<file path="src/rtl/cpu_trace_dumper.sv">
// Snapshots PC and cycle/stall/flush counters on trigger, then streams a header, the register file and low data memory as one frame.
// Latency: word 0 is valid the cycle after the trigger edge; header words 1/cycle; register and memory words 2 cycles each (fetch + send).
// Backpressure: a valid word holds data/last until tx_ready_i; every ready-low cycle stretches the frame by one cycle.
module cpu_trace_dumper #(
    parameter int NUM_REGS      = 32,
    parameter int NUM_MEM_WORDS = 8,
    parameter int CNT_W         = 32
) (
    input  logic        clk_i,
    input  logic        rst_i,
    input  logic        start_i,
    input  logic        trigger_i,
    input  logic [31:0] pc_i,
    input  logic        stall_i,
    input  logic        flush_i,
    output logic [4:0]  reg_addr_o,
    input  logic [31:0] reg_data_i,
    output logic [31:0] mem_addr_o,
    input  logic [31:0] mem_data_i,
    output logic [31:0] tx_data_o,
    output logic        tx_valid_o,
    input  logic        tx_ready_i,
    output logic        tx_last_o,
    output logic        busy_o,
    output logic        overflow_o
);

    typedef enum logic [2:0] {
        IDLE,
        HDR,
        REG_FETCH,
        REG_SEND,
        MEM_FETCH,
        MEM_SEND
    } state_t;

    localparam logic [4:0]       REG_LAST = 5'(NUM_REGS - 1);
    localparam logic [31:0]      MEM_LAST = 32'((NUM_MEM_WORDS - 1) * 4);
    localparam logic [CNT_W-1:0] CNT_ONE  = 1;
    localparam logic [2:0]       HDR_LAST = 3'd4;

    state_t state, state_nxt;

    logic [CNT_W-1:0] cycle_cnt, stall_cnt, flush_cnt;
    logic [CNT_W-1:0] snap_cycle, snap_stall, snap_flush;
    logic [31:0]      snap_pc;
    logic [15:0]      seq;
    logic [2:0]       hdr_idx;
    logic             tx_acc;
    logic             reg_last;
    logic             mem_last;

    assign tx_acc   = tx_valid_o & tx_ready_i;
    assign reg_last = (reg_addr_o == REG_LAST);
    assign mem_last = (mem_addr_o == MEM_LAST);

    always_ff @(posedge clk_i or posedge rst_i) begin
        if (rst_i) begin
            state <= IDLE;
        end else begin
            state <= state_nxt;
        end
    end

    always_comb begin
        state_nxt  = state;
        tx_valid_o = 1'b0;
        tx_last_o  = 1'b0;
        busy_o     = 1'b1;
        case (state)
            IDLE: begin
                busy_o = 1'b0;
                if (trigger_i) begin
                    state_nxt = HDR;
                end
            end
            HDR: begin
                tx_valid_o = 1'b1;
                if (tx_acc && hdr_idx == HDR_LAST) begin
                    state_nxt = REG_FETCH;
                end
            end
            REG_FETCH: begin
                state_nxt = REG_SEND;
            end
            REG_SEND: begin
                tx_valid_o = 1'b1;
                if (tx_acc) begin
                    state_nxt = reg_last ? MEM_FETCH : REG_FETCH;
                end
            end
            MEM_FETCH: begin
                state_nxt = MEM_SEND;
            end
            MEM_SEND: begin
                tx_valid_o = 1'b1;
                tx_last_o  = mem_last;
                if (tx_acc) begin
                    state_nxt = mem_last ? IDLE : MEM_FETCH;
                end
            end
            default: begin
                state_nxt = IDLE;
                busy_o    = 1'b0;
            end
        endcase
    end

    // Free-running performance counters; they keep counting through a dump.
    always_ff @(posedge clk_i or posedge rst_i) begin
        if (rst_i) begin
            cycle_cnt <= '0;
            stall_cnt <= '0;
            flush_cnt <= '0;
        end else if (start_i) begin
            cycle_cnt <= cycle_cnt + CNT_ONE;
            if (stall_i) begin
                stall_cnt <= stall_cnt + CNT_ONE;
            end
            if (flush_i) begin
                flush_cnt <= flush_cnt + CNT_ONE;
            end
        end
    end

    always_ff @(posedge clk_i or posedge rst_i) begin
        if (rst_i) begin
            overflow_o <= 1'b0;
        end else if (trigger_i && state != IDLE) begin
            overflow_o <= 1'b1;
        end
    end

    always_ff @(posedge clk_i or posedge rst_i) begin
        if (rst_i) begin
            snap_cycle <= '0;
            snap_stall <= '0;
            snap_flush <= '0;
            snap_pc    <= '0;
            seq        <= '0;
            hdr_idx    <= '0;
            tx_data_o  <= '0;
            reg_addr_o <= '0;
            mem_addr_o <= '0;
        end else begin
            case (state)
                IDLE: begin
                    if (trigger_i) begin
                        snap_cycle <= cycle_cnt;
                        snap_stall <= stall_cnt;
                        snap_flush <= flush_cnt;
                        snap_pc    <= pc_i;
                        hdr_idx    <= '0;
                        tx_data_o  <= 32'hD0D0_0000 | {16'h0000, seq};
                    end
                end
                HDR: begin
                    if (tx_acc) begin
                        hdr_idx <= hdr_idx + 3'd1;
                        case (hdr_idx)
                            3'd0:    tx_data_o <= 32'(snap_cycle);
                            3'd1:    tx_data_o <= snap_pc;
                            3'd2:    tx_data_o <= 32'(snap_stall);
                            3'd3:    tx_data_o <= 32'(snap_flush);
                            default: reg_addr_o <= '0;
                        endcase
                    end
                end
                REG_FETCH: begin
                    tx_data_o <= reg_data_i;
                end
                REG_SEND: begin
                    if (tx_acc) begin
                        if (reg_last) begin
                            mem_addr_o <= '0;
                        end else begin
                            reg_addr_o <= reg_addr_o + 5'd1;
                        end
                    end
                end
                MEM_FETCH: begin
                    tx_data_o <= mem_data_i;
                end
                MEM_SEND: begin
                    if (tx_acc) begin
                        if (mem_last) begin
                            seq <= seq + 16'd1;
                        end else begin
                            mem_addr_o <= mem_addr_o + 32'd4;
                        end
                    end
                end
                default: begin
                    hdr_idx <= '0;
                end
            endcase
        end
    end

endmodule

</file>
<file path="config.mk">
export PLATFORM = sky130hd
export DESIGN_NAME = cpu_trace_dumper
export DESIGN_NICKNAME = d
export VERILOG_FILES = /design/src/rtl/cpu_trace_dumper.sv
export SDC_FILE = /design/constraint.sdc
export NUM_CORES = 1
export LEC_CHECK = 0
export CELL_PAD_IN_SITES_DETAIL_PLACEMENT = 1
export CELL_PAD_IN_SITES_GLOBAL_PLACEMENT = 1
export CORE_MARGIN = 5
export CORE_UTILIZATION = 44
export CTS_CLUSTER_DIAMETER = 150
export DETAILED_ROUTE_END_ITERATION = 8
export GPL_TIMING_DRIVEN = 0
export PLACE_DENSITY_LB_ADDON = 0.1
export SLEW_MARGIN = 10
export SYNTH_ARGS = -nofsm -noshare
export SYNTH_HDL_FRONTEND = slang
export SYNTH_SLANG_ARGS = --single-unit
</file>
<file path="constraint.sdc">
create_clock -name clk_i -period 13.4 [get_ports clk_i]
set_input_delay 1.34 -clock clk_i [delete_from_list [all_inputs] [get_ports clk_i]]
set_output_delay 1.34 -clock clk_i [all_outputs]
set_load 0.01 [all_outputs]
</file>
==> results of run 1 <==
## stage by stage
stage	std cells	setup slack (ps)	hold WS (ps)	util, %	cell area, µm²
finish	1950	8890	466	55.2	18400
global route	1950	8720	495	55.2	18400
CTS	1950	8860	470	55.2	18400
detailed placement	1885	9170	456	51.4	17100
global placement	1882	-832	450	51.1	17000
floorplan	1261	3370	436	-	14700
## Yosys cell counts (5+ instances only)
cell      number
ha_1          13
nor2_1        74
a22oi_1       10
nand3_1       48
nor4_1        16
nand2_1       73
buf_2         23
o21a_1         7
a21boi_0      32
o21ai_0       34
nand4_1       28
a21oi_1       11
mux2_2       165
a2111o_1      15
xor2_1        32
a222oi_1      32
nor3_1        39
and4_1        15
nor2b_1        6
xnor2_1       96
o22ai_1       36
clkbuf_1      35
inv_1         24
and3_1        15
dfrtp_1      314
and2_1         5
## routing by layer
metal / global-route usage [%] / wire [µm]
met1: 31.8 / 19000
met2: 36.6 / 19700
met3: 3.15 / 2050
met4: 4.41 / 705
met5: 0 / 0
## area by class of cell
class	count	area, µm²	area share [%]
repair buffers	176	1810	9.87
well taps	448	561	3.05
multi-input cells	856	6480	35.3
inverters	24	97.6	0.531
flip-flops and latches	314	7860	42.7
clock buffers	47	1020	5.57
plain buffers	67	294	1.60
clock inverters	18	256	1.40
## flip-flops by register name, indices dropped and copies added (netlist names)
name	cells
hdr_idx	3
snap_pc	32
mem_addr_o	30
state	3
seq	16
reg_addr_o	5
flush_cnt	32
cycle_cnt	32
snap_flush	32
tx_data_o	32
overflow_o	1
snap_cycle	32
stall_cnt	32
snap_stall	32
## final timing paths
path	cells past startpoint	slack (ps)	to
worst max-delay path	7	8890	tx_valid_o
worst min-delay path	1	470	cycle_cnt[31]$_DFFE_PP0P_
worst max register to register	8	10390	tx_data_o[16]$_DFFE_PP0P_
worst min register to register	1	470	cycle_cnt[31]$_DFFE_PP0P_
max in group asynchronous	3	11260	snap_flush[15]$_DFFE_PP0P_
min in group asynchronous	2	1250	seq[5]$_DFFE_PP0P_
## cell families (layout without fill, tap and decap cells)
group,after synthesis,after routing,share of synthesized area [%]
xor gates and xnor gates,128,128,7.62
and+or+nand+nor,348,348,12.4
adders and majority gates,13,13,1.10
DFF,314,314,53.4
muxes,169,169,12.9
AOI/OAI and AO/OA,196,196,9.97
buffers and inverters,91,332,2.61
other,1,2,0.0255
## power by group
group          switching, W  internal [W]
Sequential         0.000131       0.00110
Clock              0.000394      0.000657
Combinational      0.000556      0.000448
## worst max-delay path, stage by stage (launching register included)
cell and delay, ps:
dfrtp_1 340, buf_2 240, buf_2 240, buf_1 470
buf_1 450, nand2_1 220, and2_1 210, clkdlybuf4s50_1 480
## layout by cell type, fill, tap and decap left out, types with 5 or more instances in the layout
cell type / Yosys / layout
dfrtp_1: 314 / 314
clkbuf_16: 0 / 37
o21ai_0: 34 / 34
nand4_1: 28 / 28
inv_1: 24 / 23
mux2_2: 165 / 165
buf_2: 23 / 23
a22oi_1: 10 / 10
a2111o_1: 15 / 15
nor2_1: 74 / 74
bufinv_16: 0 / 6
nand2_1: 73 / 73
xor2_1: 32 / 32
nor4_1: 16 / 16
o22ai_1: 36 / 36
xnor2_1: 96 / 96
ha_1: 13 / 13
clkdlybuf4s50_1: 0 / 173
o21a_1: 7 / 7
nor2b_1: 6 / 6
and2_1: 5 / 5
a222oi_1: 32 / 32
and4_1: 15 / 15
clkbuf_8: 0 / 6
clkbuf_1: 35 / 39
a21oi_1: 11 / 11
a21boi_0: 32 / 32
clkinv_2: 0 / 7
and3_1: 15 / 15
nor3_1: 39 / 39
nand3_1: 48 / 48
==> impl_metrics.env, run 1 <==
export IMPL_status="complete, no violations"
export IMPL_clock_skew_ps=17.7
export IMPL_ios=176
export IMPL_dr_pass1_iters=5
export IMPL_leakagePower_nw=7.95
export IMPL_post_cts_buffers=0
export IMPL_avgSynthCellArea_um2=11.7
export IMPL_hold_path_class="register to register"
export IMPL_ant_nets=0
export IMPL_cap_violations=0
export IMPL_grt_use_total_pct=22.2
export IMPL_ys_seq_area_share_pct=53.4
export IMPL_fin_setup_tns_ps=0
export IMPL_clkTransAtPathRegs_ps=60
export IMPL_cp_max_fo=10
export IMPL_cts_buffer_depth=3
export IMPL_synth_warnings=0
export IMPL_tightest_slew_ps=1150
export IMPL_synth_cells=1260
export IMPL_r2r_start="hdr_idx[0]$_DFFE_PP0P_"
export IMPL_setup_viol=0
export IMPL_layout_nets=1592
export IMPL_synth_edf_count=0
export IMPL_period_share_pct=33.7
export IMPL_ys_ff_latch=314
export IMPL_area_growth_pct=24.9
export IMPL_yosysTopAreaCell="dfrtp_1"
export IMPL_antenna_cells=0
export IMPL_critPathArrivalTime_ps=3170
export IMPL_antenna_found_initial=2
export IMPL_grt_max_degree=105
export IMPL_vias_per_cell=5.63
export IMPL_worst_setup_path_end_kind="primary output"
export IMPL_hp_start="cycle_cnt[31]$_DFFE_PP0P_"
export IMPL_hold_viol_final=0
export IMPL_cts_made_buffers=37
export IMPL_die_height_um=193
export IMPL_cts_root_buf="clkbuf_16"
export IMPL_ctsResizeCount=0
export IMPL_cp_required_ps=12060
export IMPL_htree_levels=2
export IMPL_vdd_drop_max_mv=0.107
export IMPL_wl_per_cell_um=21.3
export IMPL_rows=67
export IMPL_report_power_total_w=0.00329
export IMPL_grt_pass1_vias=11500
export IMPL_grt_first_pass_wirelength_um=65400
export IMPL_crit_start="state[1]$_DFFE_PP0P_"
export IMPL_vias=11000
export IMPL_die_area_um2=37200
export IMPL_fill_cells=3477
export IMPL_slew_violations=0
export IMPL_gp_congestion=0.807
export IMPL_drive_gt1_share_pct=18.2
export IMPL_post_route_drc_count=0
export IMPL_clock_sinks=314
export IMPL_synthTopCellsByArea="dfrtp_1, mux2_2, xnor2_1, a222oi_1, xor2_1"
export IMPL_overflow=0
export IMPL_synth_top_area_share_pct=53.4
export IMPL_drtIter0Drc=680
export IMPL_rsz0062_at_grt="no"
export IMPL_min_period_ps=4510
export IMPL_cts_tree="done"
export IMPL_syn_area_um2=14700
export IMPL_core_um2=33300
export IMPL_path_class="register to primary output"
export IMPL_hpwl_um=30800
export IMPL_start_kind="register"
export IMPL_p_per_area_nw_per_um2=179
export IMPL_slew_headroom_pct=22.8
export IMPL_ys_types=58
export IMPL_numPortBuffers=173
export IMPL_die_w_um=193
export IMPL_wl_um=41500
export IMPL_fmax_mhz=222
export IMPL_clk_latency_ps=520
export IMPL_synthFlopType="dfrtp_1"
export IMPL_start_util_pct=44.2
export IMPL_cts_hold_buf=0
export IMPL_async_flop_share_pct=100
(Power assumes the default switching activity.)
==> run 2: changes to the inputs <==
==> constraint.sdc (replaced) <==
create_clock -name clk_i -period 4.21 [get_ports clk_i]
set_input_delay 0.421 -clock clk_i [delete_from_list [all_inputs] [get_ports clk_i]]
set_output_delay 0.421 -clock clk_i [all_outputs]
set_load 0.01 [all_outputs]
==> run 2 against run 1 <==
Effect of this change:
- clock skew fell by 1.9 ps
- clock-buffer cell count rose by 7
- total power rose to 3.2 times the previous value
- die area did not move
- global-route usage rose by 0.60 points
- clock power rose to 3.1 times the previous value
- hold slack got worse by 120 ps
- largest cell class unchanged
- first-iteration DRC count fell by 17%
- critical endpoint unchanged
- via count fell by 0.25%
- combinational power rose to 3.2 times the previous value
==> impl_metrics.env, run 2 (synthesis results as in run 1) <==
export IMPL_period_share_pct=86.3
export IMPL_post_route_drc_count=0
export IMPL_comb_power_share_pct=30.7
export IMPL_clkTransAtPathRegs_ps=60
export IMPL_leakagePower_nw=8.00
export IMPL_clockPowerShare_pct=31.6
export IMPL_htree_levels=2
export IMPL_grt_use_total_pct=22.8
export IMPL_fmax_mhz=275
export IMPL_slowest_delay_ps=520
export IMPL_p_per_area_nw_per_um2=565
export IMPL_antenna_cells=0
export IMPL_cts_buffer_depth=3
export IMPL_slew_headroom_pct=32.5
export IMPL_clock_sinks=314
export IMPL_antenna_found_initial=0
export IMPL_final_common_cell="dfrtp_1"
export IMPL_gp_congestion=0.831
export IMPL_power_internal_w=0.00696
export IMPL_rsz0062_at_grt="no"
export IMPL_hold_viol_final=0
export IMPL_min_period_ps=3630
export IMPL_tightest_slew_ps=1000
export IMPL_cts_root_buf="clkbuf_16"
export IMPL_critical_path_top_delay_family="buffers and inverters"
export IMPL_overflow=0
export IMPL_start_kind="register"
export IMPL_rr_worst_depth=8
export IMPL_hpwl_um=31500
export IMPL_post_cts_buffers=0
export IMPL_grt_first_pass_wirelength_um=66900
export IMPL_wl_um=42100
export IMPL_cp_required_ps=3790
export IMPL_ctsResizeCount=0
export IMPL_core_um2=33300
export IMPL_fin_util_pct=55.5
export IMPL_path_cells="buf_2, buf_2, buf_1, buf_1, nand2_1, and2_1, clkdlybuf4s50_1"
export IMPL_cts_made_buffers=37
export IMPL_cts_tree="done"
export IMPL_worstReg2RegEnd="tx_data_o[16]$_DFFE_PP0P_"
export IMPL_status="complete, no violations"
export IMPL_clk_latency_ps=530
export IMPL_vias=11000
export IMPL_swShare_pct=33.3
export IMPL_worst_setup_path_end_kind="primary output"
export IMPL_slowest_stage="buf_1"
export IMPL_cap_violations=0
export IMPL_r2r_start="hdr_idx[0]$_DFFE_PP0P_"
export IMPL_final_cell_mix="dfrtp_1, clkdlybuf4s50_1, mux2_2, xnor2_1, nor2_1"
export IMPL_area_growth_pct=25.5
export IMPL_ant_nets=0
export IMPL_path_class="register to primary output"
export IMPL_fin_setup_tns_ps=0
export IMPL_dr_pass1_iters=6
export IMPL_critPathArrivalTime_ps=3210
export IMPL_cts_hold_buf=0
export IMPL_hold_path_class="primary input to asynchronous set/reset pin"
export IMPL_clock_skew_ps=15.8
export IMPL_wl_per_cell_um=21.5
export IMPL_setup_viol=0
export IMPL_drtIter0Drc=566
export IMPL_report_power_total_w=0.0104
export IMPL_die_w_um=193
export IMPL_die_height_um=193
export IMPL_ios=176
export IMPL_vias_per_cell=5.59
export IMPL_holdWs_ps=349
export IMPL_grt_pass1_vias=11800
export IMPL_drive_gt1_share_pct=18.4
export IMPL_layout_nets=1598
export IMPL_rows=67
export IMPL_slew_violations=0
export IMPL_seqPwrFrac_pct=37.7
export IMPL_switchingPower_w=0.00347
export IMPL_numPortBuffers=173
export IMPL_ff2ff_setup_slack_ps=1240
export IMPL_cp_max_fo=10
export IMPL_start_util_pct=44.2
export IMPL_die_area_um2=37200
export IMPL_vdd_drop_max_mv=0.306
export IMPL_grt_max_degree=38
export IMPL_worst_path_buf_inv=5
==> run 2: layer usage <==
| layer | wire [µm] | vias to the layer above | GRT usage, % |
|---|---|---|---|
| li1 | - | 5048 | - |
| met1 | 19100 | 5614 | 31.9 |
| met2 | 20300 | 246 | 38.7 |
| met3 | 2120 | 46 | 3.00 |
| met4 | 648 | 0 | 4.47 |
| met5 | 0 | - | 0 |
==> run 2: worst max-delay path by stage <==
stage	from	slack, ps	endpoint	depth (start not counted)
after floorplan	rst_i	-390	cycle_cnt[0]$_DFFE_PP0P_	1
after global placement	rst_i	-2780	snap_pc[25]$_DFFE_PP0P_	2
after detailed placement	start_i	1070	stall_cnt[25]$_DFFE_PP0P_	7
after CTS	state[1]$_DFFE_PP0P_	590	tx_valid_o	7
after global routing	state[1]$_DFFE_PP0P_	420	tx_valid_o	7
final	state[1]$_DFFE_PP0P_	580	tx_valid_o	7
==> run 2: stage by stage <==
stage / worst slack, ps / cells / area, µm²
after floorplan: -394 / 1261 / 14700
after global placement: -2780 / 1882 / 17000
after detailed placement: 1070 / 1891 / 17200
after CTS: 588 / 1958 / 18500
after global routing: 417 / 1958 / 18500
final: 577 / 1958 / 18500
==> run 2: layout make-up <==
cell class              instances  area, µm²
well taps                     448        561
clock inverters                13        170
plain buffers                  67        294
multi-input cells             856       6480
flip-flops and latches        314       7860
inverters                      24       93.8
repair buffers                182       1910
clock buffers                  54       1100
fillers                      3488      14800
==> run 2: power groups by stage <==
stage	registers [W]	clock network [W]	logic, W
after floorplan	0.00386	0	0.00194
after global placement	0.00395	0	0.00309
after detailed placement	0.00397	0	0.00320
after CTS	0.00393	0.00336	0.00323
after global routing	0.00399	0.00351	0.00349
final	0.00393	0.00330	0.00320
==> run 2: worst reg2reg max path, delay by kind of cell (launching register included) <==
kind,cells,cell delay [ps]
AOI/OAI and AO/OA,3,1210
adders and majority gates,2,400
DFF,1,420
muxes,1,290
buffers and inverters,2,530
